==> src/rtl/fir_pkg.sv <==
// fir_pkg: shared definitions for the FIR tap-chain controller.
//   - state_e       : controller sequencing states (RUN, DRAIN, SWAP)
//   - DEF_DATA_WIDTH: default sample/coefficient/sum width
//   - DEF_NUM_TAPS  : default number of taps in the chain
//   - FRAC_BITS     : fraction bits of the default Q1.(DATA_WIDTH-1) format
package fir_pkg;

  localparam int DEF_DATA_WIDTH = 32;
  localparam int DEF_NUM_TAPS   = 16;
  localparam int FRAC_BITS      = DEF_DATA_WIDTH - 1;

  typedef enum logic [1:0] {
    ST_RUN   = 2'd0,
    ST_DRAIN = 2'd1,
    ST_SWAP  = 2'd2
  } state_e;

endpackage

==> src/rtl/fir_ctrl_out_fifo.sv <==
// fir_ctrl_out_fifo: 2-entry synchronous FIFO holding chain results until
// the downstream consumer takes them.
// Ports:
//   i_clk, i_rst_n : clock, asynchronous active-low reset
//   i_push         : write iv_push_data (ignored when full and not popping)
//   i_pop          : remove head entry (ignored when empty)
//   ov_count       : number of stored entries (0..2)
//   ov_head        : oldest entry; 0 after reset
module fir_ctrl_out_fifo #(
  parameter int DATA_WIDTH = 32
) (
  input  logic                  i_clk,
  input  logic                  i_rst_n,
  input  logic                  i_push,
  input  logic [DATA_WIDTH-1:0] iv_push_data,
  input  logic                  i_pop,
  output logic [1:0]            ov_count,
  output logic [DATA_WIDTH-1:0] ov_head
);

  logic [DATA_WIDTH-1:0] mem_q [2];
  logic                  wr_ptr_q, wr_ptr_d;
  logic                  rd_ptr_q, rd_ptr_d;
  logic [1:0]            count_q, count_d;
  logic                  do_push, do_pop;

  assign do_pop  = i_pop && (count_q != 2'd0);
  // A full FIFO can still accept a push in the cycle its head leaves.
  assign do_push = i_push && ((count_q != 2'd2) || do_pop);

  always_comb begin
    wr_ptr_d = wr_ptr_q ^ do_push;
    rd_ptr_d = rd_ptr_q ^ do_pop;
    count_d  = count_q + {1'b0, do_push} - {1'b0, do_pop};
  end

  always_ff @(posedge i_clk or negedge i_rst_n) begin
    if (!i_rst_n) begin
      wr_ptr_q <= 1'b0;
      rd_ptr_q <= 1'b0;
      count_q  <= 2'd0;
    end else begin
      wr_ptr_q <= wr_ptr_d;
      rd_ptr_q <= rd_ptr_d;
      count_q  <= count_d;
    end
  end

  for (genvar gi = 0; gi < 2; gi++) begin : g_entry
    always_ff @(posedge i_clk or negedge i_rst_n) begin
      if (!i_rst_n) begin
        mem_q[gi] <= '0;
      end else if (do_push && (wr_ptr_q == 1'(gi))) begin
        mem_q[gi] <= iv_push_data;
      end
    end
  end

  assign ov_count = count_q;
  assign ov_head  = mem_q[rd_ptr_q];

endmodule

==> src/rtl/fir_ctrl.sv <==
// fir_ctrl: sequencing controller for a transposed-form FIR tap chain.
// Accepts samples over valid/ready, drives the chain enable and sample bus,
// holds a shadow/active coefficient pair swapped only while the chain is
// idle, and returns chain results through a 2-entry output buffer.
// Ports:
//   i_clk, i_rst_n            : clock, asynchronous active-low reset
//   i_coef_wr/iv_coef_addr/iv_coef_data : shadow-bank write port
//   i_coef_commit, o_coef_busy: swap request pulse / swap in progress
//   i_s_valid/o_s_ready/iv_s_data       : input sample handshake
//   o_tap_en, ov_tap_din      : chain enable and sample
//   ov_weights                : active bank, h[k] at [k*DATA_WIDTH +: DATA_WIDTH]
//   o_chain_clr               : synchronous clear to the chain
//   iv_chain_sum              : registered chain output
//   o_m_valid/i_m_ready/ov_m_data       : filtered output handshake
// Build option: define FIR_CTRL_CLR_ON_SWAP_EN to pulse o_chain_clr during
// the SWAP cycle so the new coefficients start with zero history.
module fir_ctrl
  import fir_pkg::*;
#(
  parameter int DATA_WIDTH = DEF_DATA_WIDTH,
  parameter int NUM_TAPS   = DEF_NUM_TAPS,
  parameter int ADDR_W     = $clog2(NUM_TAPS)
) (
  input  logic                           i_clk,
  input  logic                           i_rst_n,
  input  logic                           i_coef_wr,
  input  logic [ADDR_W-1:0]              iv_coef_addr,
  input  logic [DATA_WIDTH-1:0]          iv_coef_data,
  input  logic                           i_coef_commit,
  output logic                           o_coef_busy,
  input  logic                           i_s_valid,
  output logic                           o_s_ready,
  input  logic [DATA_WIDTH-1:0]          iv_s_data,
  output logic                           o_tap_en,
  output logic [DATA_WIDTH-1:0]          ov_tap_din,
  output logic [NUM_TAPS*DATA_WIDTH-1:0] ov_weights,
  output logic                           o_chain_clr,
  input  logic [DATA_WIDTH-1:0]          iv_chain_sum,
  output logic                           o_m_valid,
  input  logic                           i_m_ready,
  output logic [DATA_WIDTH-1:0]          ov_m_data
);

  state_e state_q, state_d;
  logic   busy_q, busy_d;
  logic   clr_q, clr_d;
  logic   pend_q;
  logic   accept, pop, swap;
  logic [2:0] occ;
  logic [1:0] fifo_count;
  logic [NUM_TAPS*DATA_WIDTH-1:0] shadow_q, active_q;

  // Occupancy the FIFO will have after this cycle's in-flight push and pop;
  // a new sample is only taken if its result is guaranteed a slot.
  assign occ       = {1'b0, fifo_count} + {2'b0, pend_q} - {2'b0, pop};
  assign o_s_ready = (state_q == ST_RUN) && !i_coef_commit && !clr_q && (occ < 3'd2);
  assign accept    = i_s_valid && o_s_ready;
  assign o_tap_en  = accept;
  assign ov_tap_din = iv_s_data;
  assign pop       = o_m_valid && i_m_ready;
  assign swap      = (state_q == ST_SWAP);

  always_comb begin
    state_d = state_q;
    case (state_q)
      ST_RUN:   if (i_coef_commit) state_d = ST_DRAIN;
      ST_DRAIN: if (!pend_q) state_d = ST_SWAP;
      ST_SWAP:  state_d = ST_RUN;
      default:  state_d = ST_RUN;
    endcase
    busy_d = (state_d != ST_RUN);
`ifdef FIR_CTRL_CLR_ON_SWAP_EN
    clr_d = (state_d == ST_SWAP);
`else
    clr_d = 1'b0;
`endif
  end

  always_ff @(posedge i_clk or negedge i_rst_n) begin
    if (!i_rst_n) begin
      state_q <= ST_RUN;
      busy_q  <= 1'b0;
      clr_q   <= 1'b1;
      pend_q  <= 1'b0;
    end else begin
      state_q <= state_d;
      busy_q  <= busy_d;
      clr_q   <= clr_d;
      pend_q  <= accept;
    end
  end

  // Per-tap address decode: out-of-range addresses match no tap and drop.
  // The swap reads shadow_q, so a same-cycle write lands in shadow only.
  for (genvar gi = 0; gi < NUM_TAPS; gi++) begin : g_tap
    logic wr_hit;
    assign wr_hit = i_coef_wr && (iv_coef_addr == ADDR_W'(gi));

    always_ff @(posedge i_clk or negedge i_rst_n) begin
      if (!i_rst_n) begin
        shadow_q[gi*DATA_WIDTH +: DATA_WIDTH] <= '0;
        active_q[gi*DATA_WIDTH +: DATA_WIDTH] <= '0;
      end else begin
        if (wr_hit) shadow_q[gi*DATA_WIDTH +: DATA_WIDTH] <= iv_coef_data;
        if (swap)   active_q[gi*DATA_WIDTH +: DATA_WIDTH] <= shadow_q[gi*DATA_WIDTH +: DATA_WIDTH];
      end
    end
  end

  fir_ctrl_out_fifo #(.DATA_WIDTH(DATA_WIDTH)) u_out_fifo (
    .i_clk       (i_clk),
    .i_rst_n     (i_rst_n),
    .i_push      (pend_q),
    .iv_push_data(iv_chain_sum),
    .i_pop       (pop),
    .ov_count    (fifo_count),
    .ov_head     (ov_m_data)
  );

  assign o_m_valid   = (fifo_count != 2'd0);
  assign o_coef_busy = busy_q;
  assign o_chain_clr = clr_q;
  assign ov_weights  = active_q;

endmodule

==> config.mk <==
export PLATFORM = sky130hd
export DESIGN_NAME = fir_ctrl
export DESIGN_NICKNAME = d
export VERILOG_FILES = /design/src/rtl/fir_pkg.sv /design/src/rtl/fir_ctrl_out_fifo.sv /design/src/rtl/fir_ctrl.sv
export SDC_FILE = /design/constraint.sdc
export NUM_CORES = 1
export LEC_CHECK = 0
export CAP_MARGIN = 20
export CORE_UTILIZATION = 55
export DETAILED_ROUTE_END_ITERATION = 10
export GPL_TIMING_DRIVEN = 0
export PLACE_DENSITY_LB_ADDON = 0.15
export SYNTH_ARGS = -nofsm -noshare
export SYNTH_HDL_FRONTEND = slang
export SYNTH_HIERARCHICAL = 1
export SYNTH_SLANG_ARGS = --single-unit
==> constraint.sdc <==
create_clock -name i_clk -period 7.7 [get_ports i_clk]
set_input_delay 2.31 -clock i_clk [delete_from_list [all_inputs] [get_ports i_clk]]
set_output_delay 2.31 -clock i_clk [all_outputs]
set_load 0.02 [all_outputs]
### Yosys cells after proc, flatten, opt, wreduce, memory -nomap -nowiden

Index checks and enable logic that the tools add are counted.

| operators by class | value |
|---|---|
| add/subtract/negate cells | 4 |
| order comparisons | 2 |
| equal/unequal tests | 18 |
| muxes and demuxes | 6 |
| bitwise gates (word level) | 4 |
| reduce and logical (&&, ||, !) cells | 32 |

Operators with widths:

| cell | count |
|---|---|
| 32-bit 2-to-1 mux | 3 |
| 4-bit == test (second input constant) | 8 |
| 1-bit logical AND | 25 |
| 4-bit by 3-bit == test with 1-bit output (second input constant) | 4 |
| 4-bit by 2-bit == test with 1-bit output (second input constant) | 2 |
| 4-bit by 1-bit == test with 1-bit output (second input constant) | 1 |
| 4-bit zero test | 1 |
| 2-bit 2-to-1 mux | 2 |
| 2-bit one-hot mux with 2 select lines | 1 |
| 2-bit nonzero test | 2 |
| 2-bit by 1-bit adder with 3-bit output | 1 |
| 3-bit by 2-bit < comparator with 1-bit output (second input constant) | 1 |
| 3-bit by 1-bit subtractor with 3-bit output | 1 |
| 2-bit by 1-bit adder with 2-bit output | 1 |
| 2-bit by 1-bit == test with 1-bit output (second input constant) | 1 |
| 2-bit == test (second input constant) | 1 |
| 2-bit >= comparator (second input constant) | 1 |
| 1-bit zero test | 2 |
| 2-bit zero test | 1 |
| 2-bit inequality test (second input constant) | 1 |
| 1-bit inverter with 2-bit output | 1 |
| 2-bit by 1-bit subtractor with 2-bit output | 1 |
| 1-bit XOR | 2 |
| 1-bit logical OR | 1 |
| 1-bit inverter | 1 |

| storage, ports and cells | value |
|---|---|
| register bits after elaboration | 1097 |
| input bits | 106 |
| output and inout port bits | 581 |
| logic and storage cells | 107 |

### Longest topological paths before layout

| depth | value |
|---|---|
| depth after elaboration | 7 |
| gate-level depth with buffers | 8 |
| mapped depth without buffers | 8 |

### Modules after synthesis

The synthesis kept the hierarchy.

Modules (own cells, without submodules):

| module | times used | cells an instance | area each (um2) | sequential area each (um2) |
|---|---|---|---|---|
| fir_ctrl | 1 | 2269 | 38428.1 | 25750.9 |
| fir_ctrl_out_fifo | 1 | 190 | 3445.8 | 1701.6 |

### Worst setup path after synthesis

Ideal clock, no wire load.

| timing path | value |
|---|---|
| path kind | input -> output |
| start point | input i_m_ready |
| end point | output o_tap_en |
| arrival time | 3980 ps |
| required time | 5390 ps |
| path slack | 1410 ps |
| cell stages on the path | 7 |
| buffers on the path | 0 |
| cells stage by stage | and2_1 -> ha_1 -> nand2b_1 -> fa_1 -> xnor2_1 -> and4_1 -> and2_1 |

| on the way | value |
|---|---|
| word-level cells in the longest chain between the ends | 5 |

Ends and longest elaborated chain:

| what | line | RTL |
|---|---|---|
| start, declared | fir_ctrl.sv:40 | `input logic i_m_ready,` |
| 1-bit logical AND | fir_ctrl.sv:60 | `assign pop = o_m_valid && i_m_ready;` |
| 3-bit by 1-bit subtractor with 3-bit output | fir_ctrl.sv:55 | `assign occ = {1'b0, fifo_count} + {2'b0, pend_q} - {2'b0, pop};` |
| 3-bit by 2-bit < comparator with 1-bit output | fir_ctrl.sv:56 | `assign o_s_ready = (state_q == ST_RUN) && !i_coef_commit && !clr_q && (occ < 3'd2);` |
| 1-bit logical AND | fir_ctrl.sv:56 |  |
| net o_s_ready | fir_ctrl.sv:32 | `output logic o_s_ready,` |
| 1-bit logical AND | fir_ctrl.sv:57 | `assign accept = i_s_valid && o_s_ready;` |
| end, declared | fir_ctrl.sv:34 | `output logic o_tap_en,` |

The timed path passes the listed nets, and every way through them passes these cells.

### Worst setup path in the final report

| timing path | value |
|---|---|
| start point | input i_m_ready |
| end point | output o_tap_en |

| on the way | value |
|---|---|
| word-level cells in the longest chain between the ends | 5 |

Ends and longest elaborated chain:

| what | line | RTL |
|---|---|---|
| 1-bit logical AND | fir_ctrl.sv:60 |  |
| net pop | fir_ctrl.sv:48 | `logic accept, pop, swap;` |
| 3-bit by 1-bit subtractor with 3-bit output | fir_ctrl.sv:55 |  |
| 3-bit by 2-bit < comparator with 1-bit output | fir_ctrl.sv:56 |  |
| 1-bit logical AND | fir_ctrl.sv:56 |  |
| 1-bit logical AND | fir_ctrl.sv:57 |  |

The timed path passes the listed nets, and every way through them passes these cells.

==> out/qor.txt <==
Status -> finished, final reports clean
Vias in the first global route -> 25.7k
1st-pass router iterations -> 6
Post-CTS Resized -> 0
Area delta synth->final -> 28.1%
H-tree depth -> 3
Die W -> 278 µm
Detailed-route DRC error count -> 0
Core ar. -> 74,900 µm²
Antenna-violating nets left -> 0
Share of layout cells above drive strength 1 -> 43.5%
Fill count -> 4,761
Top cell type's share of synthesized area -> 65.5%
Post-Layout Cell Count -> 4,293
Placement Setup Slack -> 500 ps
Post-synth EDFFs -> 0
Met2 Use GR -> 48.0%
Slew Limit Fails -> 0
Post-Route Setup TNS -> 0 ps
I/O pin count -> 687
Int Pwr -> 0.0157 W
Synthesized area -> 41,900 µm²
CTS tree -> built
Via count -> 23.6k
Critical path launch point type -> input pin
Post-CTS Setup Inserts -> 0
Combinational power share -> 37.0%
Die Ht -> 278 µm
Initial Utilization -> 55.9%
DR iter-0 viols -> 1,324
Yosys Warn Count -> 6
Worst vdd ir -> 0.293 mV
Clk buf depth -> 3
Flop pwr share -> 38.9%
Final instance area -> 53,700 µm²
Cell count after synthesis -> 2,459
GP Congestion -> 0.832
Grt ovf -> 0
Met3 Use GR -> 8.13%
Post-Place Cells -> 4,087
RSZ-0062 raised after global routing -> no
Pwr dens -> 432 nW/µm²
MaxCap Viol Count -> 0
Synthesized area per cell -> 17.0 µm²
Final Hold Vio Count -> 0
CTS root buf -> clkbuf_16
NetSw -> 0.00750 W
Port Buffer Count -> 653
Area taken by flip-flops and latches -> 27,500 µm²
Worst-Skew Late Latency -> 670 ps
Drt via density -> 5.49
CP endpoint kind -> primary output
Final net count -> 3,339
Crit-path max FO -> 4
Multi-input gate area -> 13,300 µm²
Fin crit share -> 93.7%
Ys flop type -> dfrtp_1
Netlist cell types -> 33
Critical path class -> input pin to primary output
First-pass GRT wire length -> 166 mm
Max Fclk -> 0.139 GHz
Final setup vio count -> 0
#FFs+latches synth -> 1,097
Clk slew on worst S/H paths -> 60 ps
Clock skew -> 25.2 ps
Hpwl dp -> 80.0 mm
Data arrival, critical path -> 4900 ps
Largest net degree at the start of global routing -> 186
Total die area -> 77,200 µm²
Num CTS Buffers -> 107
Antenna violations before repair -> 6
Req. time, crit path -> 5390 ps
Sw frac -> 32.3%
All-Layer GR Usage -> 29.0%
Max-slew headroom -> 27.1%
DR WL/cell -> 25.8 µm
Fin Hold WS -> 484 ps
Hold Buf Count CTS -> 0
Static leakage -> 24.1 nW
Async SR Flop Fraction -> 100%
Num rows -> 100
Met1 usage -> 35.3%
Fin crit period -> 7210 ps
Synth area leader -> dfrtp_1
Final worst slack -> 488 ps
Clock share of power -> 24.2%
Post-Syn Nets -> 2,571
Post-DP Area -> 49,800 µm²
Min-Delay Path Class -> flip-flop to flip-flop
Worst-margin pin slew -> 1090 ps
Detailed Route WL -> 111 mm
Area contributors post-synth -> dfrtp_1, mux2_2, mux2_4
TritonCTS Sinks -> 1,097
GRT busiest layer -> met2
Register area share after synthesis -> 65.6%
==> logic make-up (layout without fill, tap and decap cells) <==
group	after synthesis	in the layout	synth area share (%)
compound gates	3	3	0.0568
xor+xnor	4	4	0.0837
fa+ha+maj	6	6	0.197
buf+inv	192	1054	2.70
flops	1097	1097	65.6
mux	1121	1121	30.9
other cells	1	4	0.00896
simple gates	35	35	0.457
==> registers in the layout, indices dropped and copies added (netlist names) <==
register and count:
o_coef_busy 1, u_out_fifo/ov_count 2, pend_q 1, u_out_fifo/wr_ptr_q 1, state_q 2, ov_weights 512
shadow_q 512, u_out_fifo/rd_ptr_q 1, u_out_fifo/mem_q 64, o_chain_clr 1
==> worst paths after layout <==
check                         startpoint              endpoint  slack, ps  cells past startpoint
setup / recovery               i_m_ready              o_tap_en        490                      9
hold / removal             shadow_q[259]       ov_weights[259]        480                      1
setup reg to reg              state_q[0]       ov_weights[151]       5110                      5
hold reg to reg            shadow_q[259]       ov_weights[259]        480                      1
max in group asynchronous        i_rst_n       ov_weights[176]       3330                      4
min in group asynchronous        i_rst_n  u_out_fifo/mem_q[15]       1630                      1
==> cell type report <==
| cell class | count | share of cell area [%] |
|---|---|---|
| Multi-Input combinational cell | 1170 | 24.8 |
| Antenna cell | 3 | 0.0140 |
| Tap cell | 969 | 2.26 |
| Clock buffer | 151 | 5.81 |
| Clock inverter | 52 | 1.37 |
| Buffer | 187 | 2.07 |
| Timing Repair Buffer | 659 | 12.5 |
| Sequential cell | 1097 | 51.2 |
| Inverter | 5 | 0.0350 |
==> cells in the final DEF (no fill, tap or decap), types with 21 or more instances in the layout <==
| master | instances |
|---|---|
| dfrtp_1 | 1096 |
| clkinv_2 | 25 |
| clkbuf_16 | 110 |
| buf_4 | 32 |
| buf_2 | 95 |
| mux2_2 | 1022 |
| clkdlybuf4s50_1 | 652 |
| clkbuf_1 | 65 |
| mux2_4 | 89 |
| clkbuf_8 | 21 |
==> cell usage after synthesis (5+ instances only) <==
library cell  instances
mux2_4               89
buf_12                9
ha_1                  5
mux2_2             1022
buf_2                95
nand2b_1              5
buf_4                32
clkbuf_1             45
dfrtp_1            1096
mux2_1                9
inv_1                 5
nor2_1               14
==> critical path, cell delays in order <==
cell             delay, ps
clkdlybuf4s50_1        450
and2_1                 190
ha_1                   250
nand2b_1               170
fa_1                   400
xnor2_1                150
and4_1                 220
and2_1                 150
clkdlybuf4s50_1        620
==> layer usage <==
layer  part of all wire (%)  up-vias
met5                  0.051        -
met4                    4.9        8
met3                    6.8      235
met2                     50      630
met1                     39    12525
li1                       -    10159
==> stage by stage <==
stage | total power (W) | util, %
final | 0.0232 | 71.6
after global routing | 0.0241 | 71.6
after CTS | 0.0234 | 71.6
after detailed placement | 0.0177 | 66.4
after global placement | 0.0175 | 66.2
after floorplan | 0.0133 | -
==> power groups by stage <==
stage / registers [W] / logic, W / clock network, W
after floorplan: 0.0104 / 0.00294 / 0
after global placement: 0.00907 / 0.00841 / 0
final: 0.00901 / 0.00858 / 0.00561
after CTS: 0.00901 / 0.00865 / 0.00570
after detailed placement: 0.00908 / 0.00859 / 0
after global routing: 0.00925 / 0.00894 / 0.00593
Power figures use the tool's default switching activity.
